<file path="src/rtl/mux_wb_driver.sv">
// mux_wb_driver
// Wishbone responder letting the management core drive the multiplexed user
// designs instead of the IO pads, plus a cycle-counted sample engine that
// captures the muxed design output exactly N+1 clocks after a SAMPLE write.
//
// Ports:
//   clk, rst_n            - clock, synchronous active-low reset
//   wbs_*                 - Wishbone slave (strobe/cycle/we/sel/adr/dat/ack)
//   pin_sel, pin_in       - design select / inputs from the pads
//   out                   - muxed design output
//   mux_sel, mux_in       - design select / inputs driven to the mux
//   mux_rst_n             - design reset driven to the mux
//   irq                   - registered sample-done interrupt
//
// Register map (offset adr[4:2]*4):
//   0x00 CTRL {IRQ_EN,HOLD,SRC}  0x04 SEL   0x08 IN   0x0C OUT (RO)
//   0x10 SAMPLE (WO)  0x14 STATUS {DONE(w1c),BUSY}  0x18 SAMPLE_DATA  0x1C rsvd
module mux_wb_driver #(
  parameter int          SEL_BITS    = 6,
  parameter int          INPUT_BITS  = 12,
  parameter int          OUTPUT_BITS = 12,
  parameter logic [31:0] BASE_ADDR   = 32'h3000_0000
) (
  input  logic                   clk,
  input  logic                   rst_n,
  input  logic                   wbs_stb_i,
  input  logic                   wbs_cyc_i,
  input  logic                   wbs_we_i,
  input  logic [3:0]             wbs_sel_i,
  input  logic [31:0]            wbs_adr_i,
  input  logic [31:0]            wbs_dat_i,
  output logic                   wbs_ack_o,
  output logic [31:0]            wbs_dat_o,
  input  logic [SEL_BITS-1:0]    pin_sel,
  input  logic [INPUT_BITS-1:0]  pin_in,
  input  logic [OUTPUT_BITS-1:0] out,
  output logic [SEL_BITS-1:0]    mux_sel,
  output logic [INPUT_BITS-1:0]  mux_in,
  output logic                   mux_rst_n,
  output logic                   irq
);

  typedef enum logic {IDLE = 1'b0, COUNT = 1'b1} state_t;

  state_t                 state;
  logic [2:0]             ctrl;
  logic [SEL_BITS-1:0]    sel_r;
  logic [INPUT_BITS-1:0]  in_r;
  logic [15:0]            n_q;
  logic [15:0]            cnt;
  logic [OUTPUT_BITS-1:0] out_q;
  logic [OUTPUT_BITS-1:0] sample_data;
  logic                   done;

  logic        hit;
  logic        accept;
  logic        wr;
  logic        rd;
  logic [2:0]  offset;
  logic [31:0] old_w;
  logic [31:0] new_w;
  logic [31:0] rdata;
  logic        sample_wr;
  logic        done_set;
  logic        done_clr;
  logic        busy;

  always_comb begin
    hit       = (wbs_adr_i[31:5] == BASE_ADDR[31:5]);
    accept    = wbs_stb_i & wbs_cyc_i & hit & ~wbs_ack_o;
    wr        = accept & wbs_we_i;
    rd        = accept & ~wbs_we_i;
    offset    = wbs_adr_i[4:2];
    busy      = (state == COUNT);
    sample_wr = wr && (offset == 3'd4);

    // Current value of the addressed writable register, so that disabled
    // byte lanes keep their old contents after the merge below.
    case (offset)
      3'd0:    old_w = {29'd0, ctrl};
      3'd1:    old_w = 32'(sel_r);
      3'd2:    old_w = 32'(in_r);
      3'd4:    old_w = {16'd0, n_q};
      default: old_w = '0;
    endcase

    new_w = old_w;
    for (int unsigned k = 0; k < 4; k++) begin
      if (wbs_sel_i[k]) new_w[8*k +: 8] = wbs_dat_i[8*k +: 8];
    end

    case (offset)
      3'd0:    rdata = {29'd0, ctrl};
      3'd1:    rdata = 32'(sel_r);
      3'd2:    rdata = 32'(in_r);
      3'd3:    rdata = 32'(out_q);
      3'd5:    rdata = {30'd0, done, busy};
      3'd6:    rdata = 32'(sample_data);
      default: rdata = '0;
    endcase

    // A reload on the same edge discards the expiring request, so no capture.
    done_set = busy && (cnt == 16'd0) && !sample_wr;
    done_clr = wr && (offset == 3'd5) && wbs_sel_i[0] && wbs_dat_i[1];
  end

  always_comb begin
    mux_sel   = ctrl[0] ? sel_r : pin_sel;
    mux_in    = ctrl[0] ? in_r  : pin_in;
    mux_rst_n = rst_n & ~ctrl[1];
  end

  always_ff @(posedge clk) begin
    if (!rst_n) begin
      state       <= IDLE;
      ctrl        <= '0;
      sel_r       <= '0;
      in_r        <= '0;
      n_q         <= '0;
      cnt         <= '0;
      out_q       <= '0;
      sample_data <= '0;
      done        <= 1'b0;
      irq         <= 1'b0;
      wbs_ack_o   <= 1'b0;
      wbs_dat_o   <= '0;
    end else begin
      wbs_ack_o <= accept;
      wbs_dat_o <= rd ? rdata : '0;
      out_q     <= out;
      irq       <= done & ctrl[2];

      if (wr) begin
        case (offset)
          3'd0:    ctrl  <= new_w[2:0];
          3'd1:    sel_r <= new_w[SEL_BITS-1:0];
          3'd2:    in_r  <= new_w[INPUT_BITS-1:0];
          3'd4:    n_q   <= new_w[15:0];
          default: ;
        endcase
      end

      if (sample_wr) begin
        cnt   <= new_w[15:0];
        state <= COUNT;
      end else if (state == COUNT) begin
        if (cnt != 16'd0) begin
          cnt <= cnt - 16'd1;
        end else begin
          sample_data <= out;
          state       <= IDLE;
        end
      end

      if (done_set)      done <= 1'b1;
      else if (done_clr) done <= 1'b0;
    end
  end

  logic unused_ok;
  assign unused_ok = &{1'b0, wbs_adr_i[1:0], new_w};

endmodule

</file>
<file path="config.mk">
export PLATFORM = sky130hd
export DESIGN_NAME = mux_wb_driver
export DESIGN_NICKNAME = d
export VERILOG_FILES = /design/src/rtl/mux_wb_driver.sv
export SDC_FILE = /design/constraint.sdc
export NUM_CORES = 1
export LEC_CHECK = 0
export ABC_AREA = 1
export CORE_MARGIN = 2
export CORE_UTILIZATION = 30
export DETAILED_ROUTE_END_ITERATION = 10
export SLEW_MARGIN = 10
export SYNTH_ARGS = -nofsm -noshare
export SYNTH_HDL_FRONTEND = slang
export SYNTH_SLANG_ARGS = --single-unit
</file>
<file path="constraint.sdc">
create_clock -name clk -period 1.7 [get_ports clk]
set_input_delay 0.17 -clock clk [delete_from_list [all_inputs] [get_ports clk]]
set_output_delay 0.17 -clock clk [all_outputs]
set_load 0.01 [all_outputs]
</file>
==> impl_metrics.py <==
metrics = {
    "run": {
        "max-cap-violations": 0,
    },
    "sta": {
        "timing.slew.headroom_pct": 59.9,
        "fin_hold_ws_ps": 90.3,
        "finClkSkew_ps": 8.37,
        "fmax_mhz": 616,
        "fin_crit_ps": 1620,
        "grt_setup_unrepaired": "true",
        "hold_viol_final": 0,
        "setup_viol": 0,
        "worst_pin_slew_ps": 602,
        "report.final.slew_viol_count": 0,
        "timing.final.ws_setup_ps": 76.6,
        "min_period_over_period_pct": 95.5,
    },
    "cts": {
        "clock_sinks": 93,
        "clk_path_buf_depth": 2,
        "h-tree-depth": 3,
        "cts_tree": "built",
        "cts_root_buf": "clkbuf_16",
        "clk_pin_slew_ps": 70,
        "cts_hold_buffers": 0,
        "clk_latency_ps": 350,
        "cts_buffers": 9,
    },
    "logic_synthesis": {
        "dominantRegCellSynth": "dfxtp_1",
        "synth_cell_types": 33,
        "synth_top_area_share_pct": 37.0,
        "synth_area_leaders": "dfxtp_1 (37%), nand2_1 (23%), nor2_1 (8.5%), inv_1 (5.8%), buf_4 (3.9%)",
        "ys_warn_count": 0,
        "synth_area_leader_cell": "dfxtp_1",
        "syn_inst": 802,
        "ys_ff_latch": 93,
        "yosysMostFrequentCell": "nand2_1",
        "ys_seq_area_share_pct": 37.0,
        "syn_avg_cell_area_um2": 6.28,
        "async_reset_ff_share_pct": 0,
        "synth_area_mm2": 0.00504,
        "synth_edf_count": 0,
        "ys_top_cells_by_count": "nand2_1 (309), nor2_1 (114), dfxtp_1 (93), inv_1 (78), a21oi_1 (36)",
    },
    "setup_path": {
        "cp_slowest_stage_delay_ps": 370,
        "crit_slowest_cell": "dfxtp_4",
        "crit_required_ps": 1530,
        "crit_top_cell": "nand2_1",
        "setup.worst_path.class": "flip-flop to output pin",
        "path_buf_inv": 4,
        "start_kind": "flip-flop",
        "crit_fanout": 9,
        "cp.arrival_ps": 1450,
        "path_cells": "clkinv_4 -> buf_8 -> buf_4 -> nand2_1 -> nand2_1 -> dlygate4sd2_1",
        "crit_family": "buffers and inverters",
        "endpoint_kind": "output pin",
    },
    "routing": {
        "routedWlPerCell_um": 12.9,
        "vias_per_cell": 4.44,
        "via_count": 5323,
        "routed_wl_um": 15400,
        "drc_errors": 0,
        "drtIter0Drc": 364,
        "ant_nets": 0,
        "drt_pass1_iterations": 5,
    },
    "place": {
        "place_ws_ps": -261,
        "place_congestion": 0.894,
        "dp_hpwl_um": 11600,
        "dpl.cell_count": 1173,
        "io_buffers": 115,
    },
    "die": {
        "fp.dieH_um": 134,
        "dieArea_mm2": 0.0178,
        "dieWidth_um": 134,
        "io-pin-count": 156,
        "start_util_pct": 30.5,
        "core-area_mm2": 0.0165,
        "rows": 47,
    },
    "hold_path": {
        "hold_class": "primary input to flip-flop",
    },
    "finish": {
        "area_delta_synth_final_pct": 43.9,
        "diodes": 0,
        "drive_gt1_share_pct": 13.8,
        "fin_nets": 1079,
        "layoutNonFillerInstCount": 1199,
    },
    "pwr": {
        "switching_share_pct": 25.5,
        "power.leakage_nw": 3.54,
        "power.internal_mw": 3.49,
        "p_clk_share_pct": 42.3,
        "p_total_mw": 4.68,
        "pwr-share-seq_pct": 46.8,
        "irDropWorstVdd_v": 0.000580,
        "power_density_mw_per_mm2": 646,
        "comb_power_share_pct": 10.8,
        "switching_power_mw": 1.20,
    },
    "global_routing": {
        "grt_use_total_pct": 17.3,
        "antenna_found_initial": 0,
        "grt_first_pass_wirelength_um": 24700,
        "grt_max_degree": 58,
        "grt-ovfl-total": 0,
        "grt_pass1_vias": 5071,
    },
    "outcome": {
        "outcome": "completed",
    },
}
worst paths after layout:
path                                       to  cells after the start  slack [ps]       from
worst max-delay path                mux_in[8]                      6          80    ctrl[0]
worst min-delay path                wbs_ack_o                      3          90      rst_n
worst min register to register  wbs_dat_o[11]                      2         460  out_q[11]
worst max register to register         cnt[8]                     11         110     cnt[0]
logic make-up (layout without fill, tap and decap cells):
group | count (synthesis) | count (layout) | share of synthesized area [%]
buffers and inverters | 132 | 289 | 12.6
AND/OR/NAND/NOR | 484 | 485 | 39.7
flip-flops | 93 | 93 | 37.0
other | 1 | 20 | 0.0745
AO/OA/AOI/OAI | 81 | 81 | 8.62
adder cells (fa/ha/maj) | 2 | 2 | 0.497
XOR/XNOR | 9 | 9 | 1.57
flip-flops by register name (all words and copies together), names as in the netlist, 3 cells and up:
register	count
out_q	12
cnt	16
sample_data	12
sel_r	6
wbs_dat_o	12
ctrl	3
in_r	12
n_q	16
tightest hold or removal path, cell delays in order:
cell and delay, ps:
buf_2 110, inv_2 60, nor3_1 60
layout make-up:
class | count | area, um^2
inverters | 85 | 327
clock buffers | 9 | 225
flip-flops and latches | 93 | 1870
well taps | 220 | 275
clock inverters | 7 | 65.1
fillers | 1724 | 9280
repair buffers | 188 | 1790
multi-input cells | 597 | 2700
power groups by stage:
| stage | logic, mW | clock network [mW] | registers, mW |
|---|---|---|---|
| after global placement | 0.517 | 0 | 2.25 |
| after floorplan | 0.212 | 0 | 2.25 |
| after CTS | 0.503 | 2.01 | 2.19 |
| after detailed placement | 0.517 | 0 | 2.25 |
| after global routing | 0.552 | 2.10 | 2.19 |
| final | 0.507 | 1.98 | 2.19 |
per-layer routing:
metal  vias to the layer above  global-route usage [%]  part of all wire (%)
li1                       2779                       -                     -
met3                        19                    2.05                   4.3
met2                       140                    29.7                    48
met1                      2385                    22.1                    46
met5                         -                       0                     0
met4                         0                    6.74                   2.2
stage by stage:
stage / area, um^2 / setup TNS, ps / util, %
global route: 7250 / -308 / 43.9
global placement: 6750 / -12790 / 40.8
floorplan: 5110 / 0 / -
finish: 7250 / 0 / 43.9
detailed placement: 6750 / -13360 / 40.8
CTS: 7060 / 0 / 42.7
layout by cell type (no fill, tap or decap), drive strengths merged, types with 2 or more instances in the layout:
| cell type | instances |
|---|---|
| a21oi | 38 |
| a221oi | 2 |
| a31oi | 8 |
| buf | 72 |
| clkbuf | 11 |
| clkdlybuf4s50 | 94 |
| clkinv | 3 |
| conb | 20 |
| dfxtp | 93 |
| dlygate4sd2 | 18 |
| dlymetal6s2s | 2 |
| ha | 2 |
| inv | 88 |
| nand2 | 310 |
| nand3 | 32 |
| nand4 | 4 |
| nor2 | 126 |
| nor3 | 12 |
| o21ai | 32 |
| xnor2 | 4 |
| xor2 | 5 |
repair_timing:
item / 4_1_cts / 5_1_grt
buffers inserted: 2 / 5
endpoints found under the setup margin: 18 / 49
gates cloned: 0 / 3
gates resized for setup: 27 / 28
pin swaps: 0 / 5
Power figures use the tool's default switching activity.
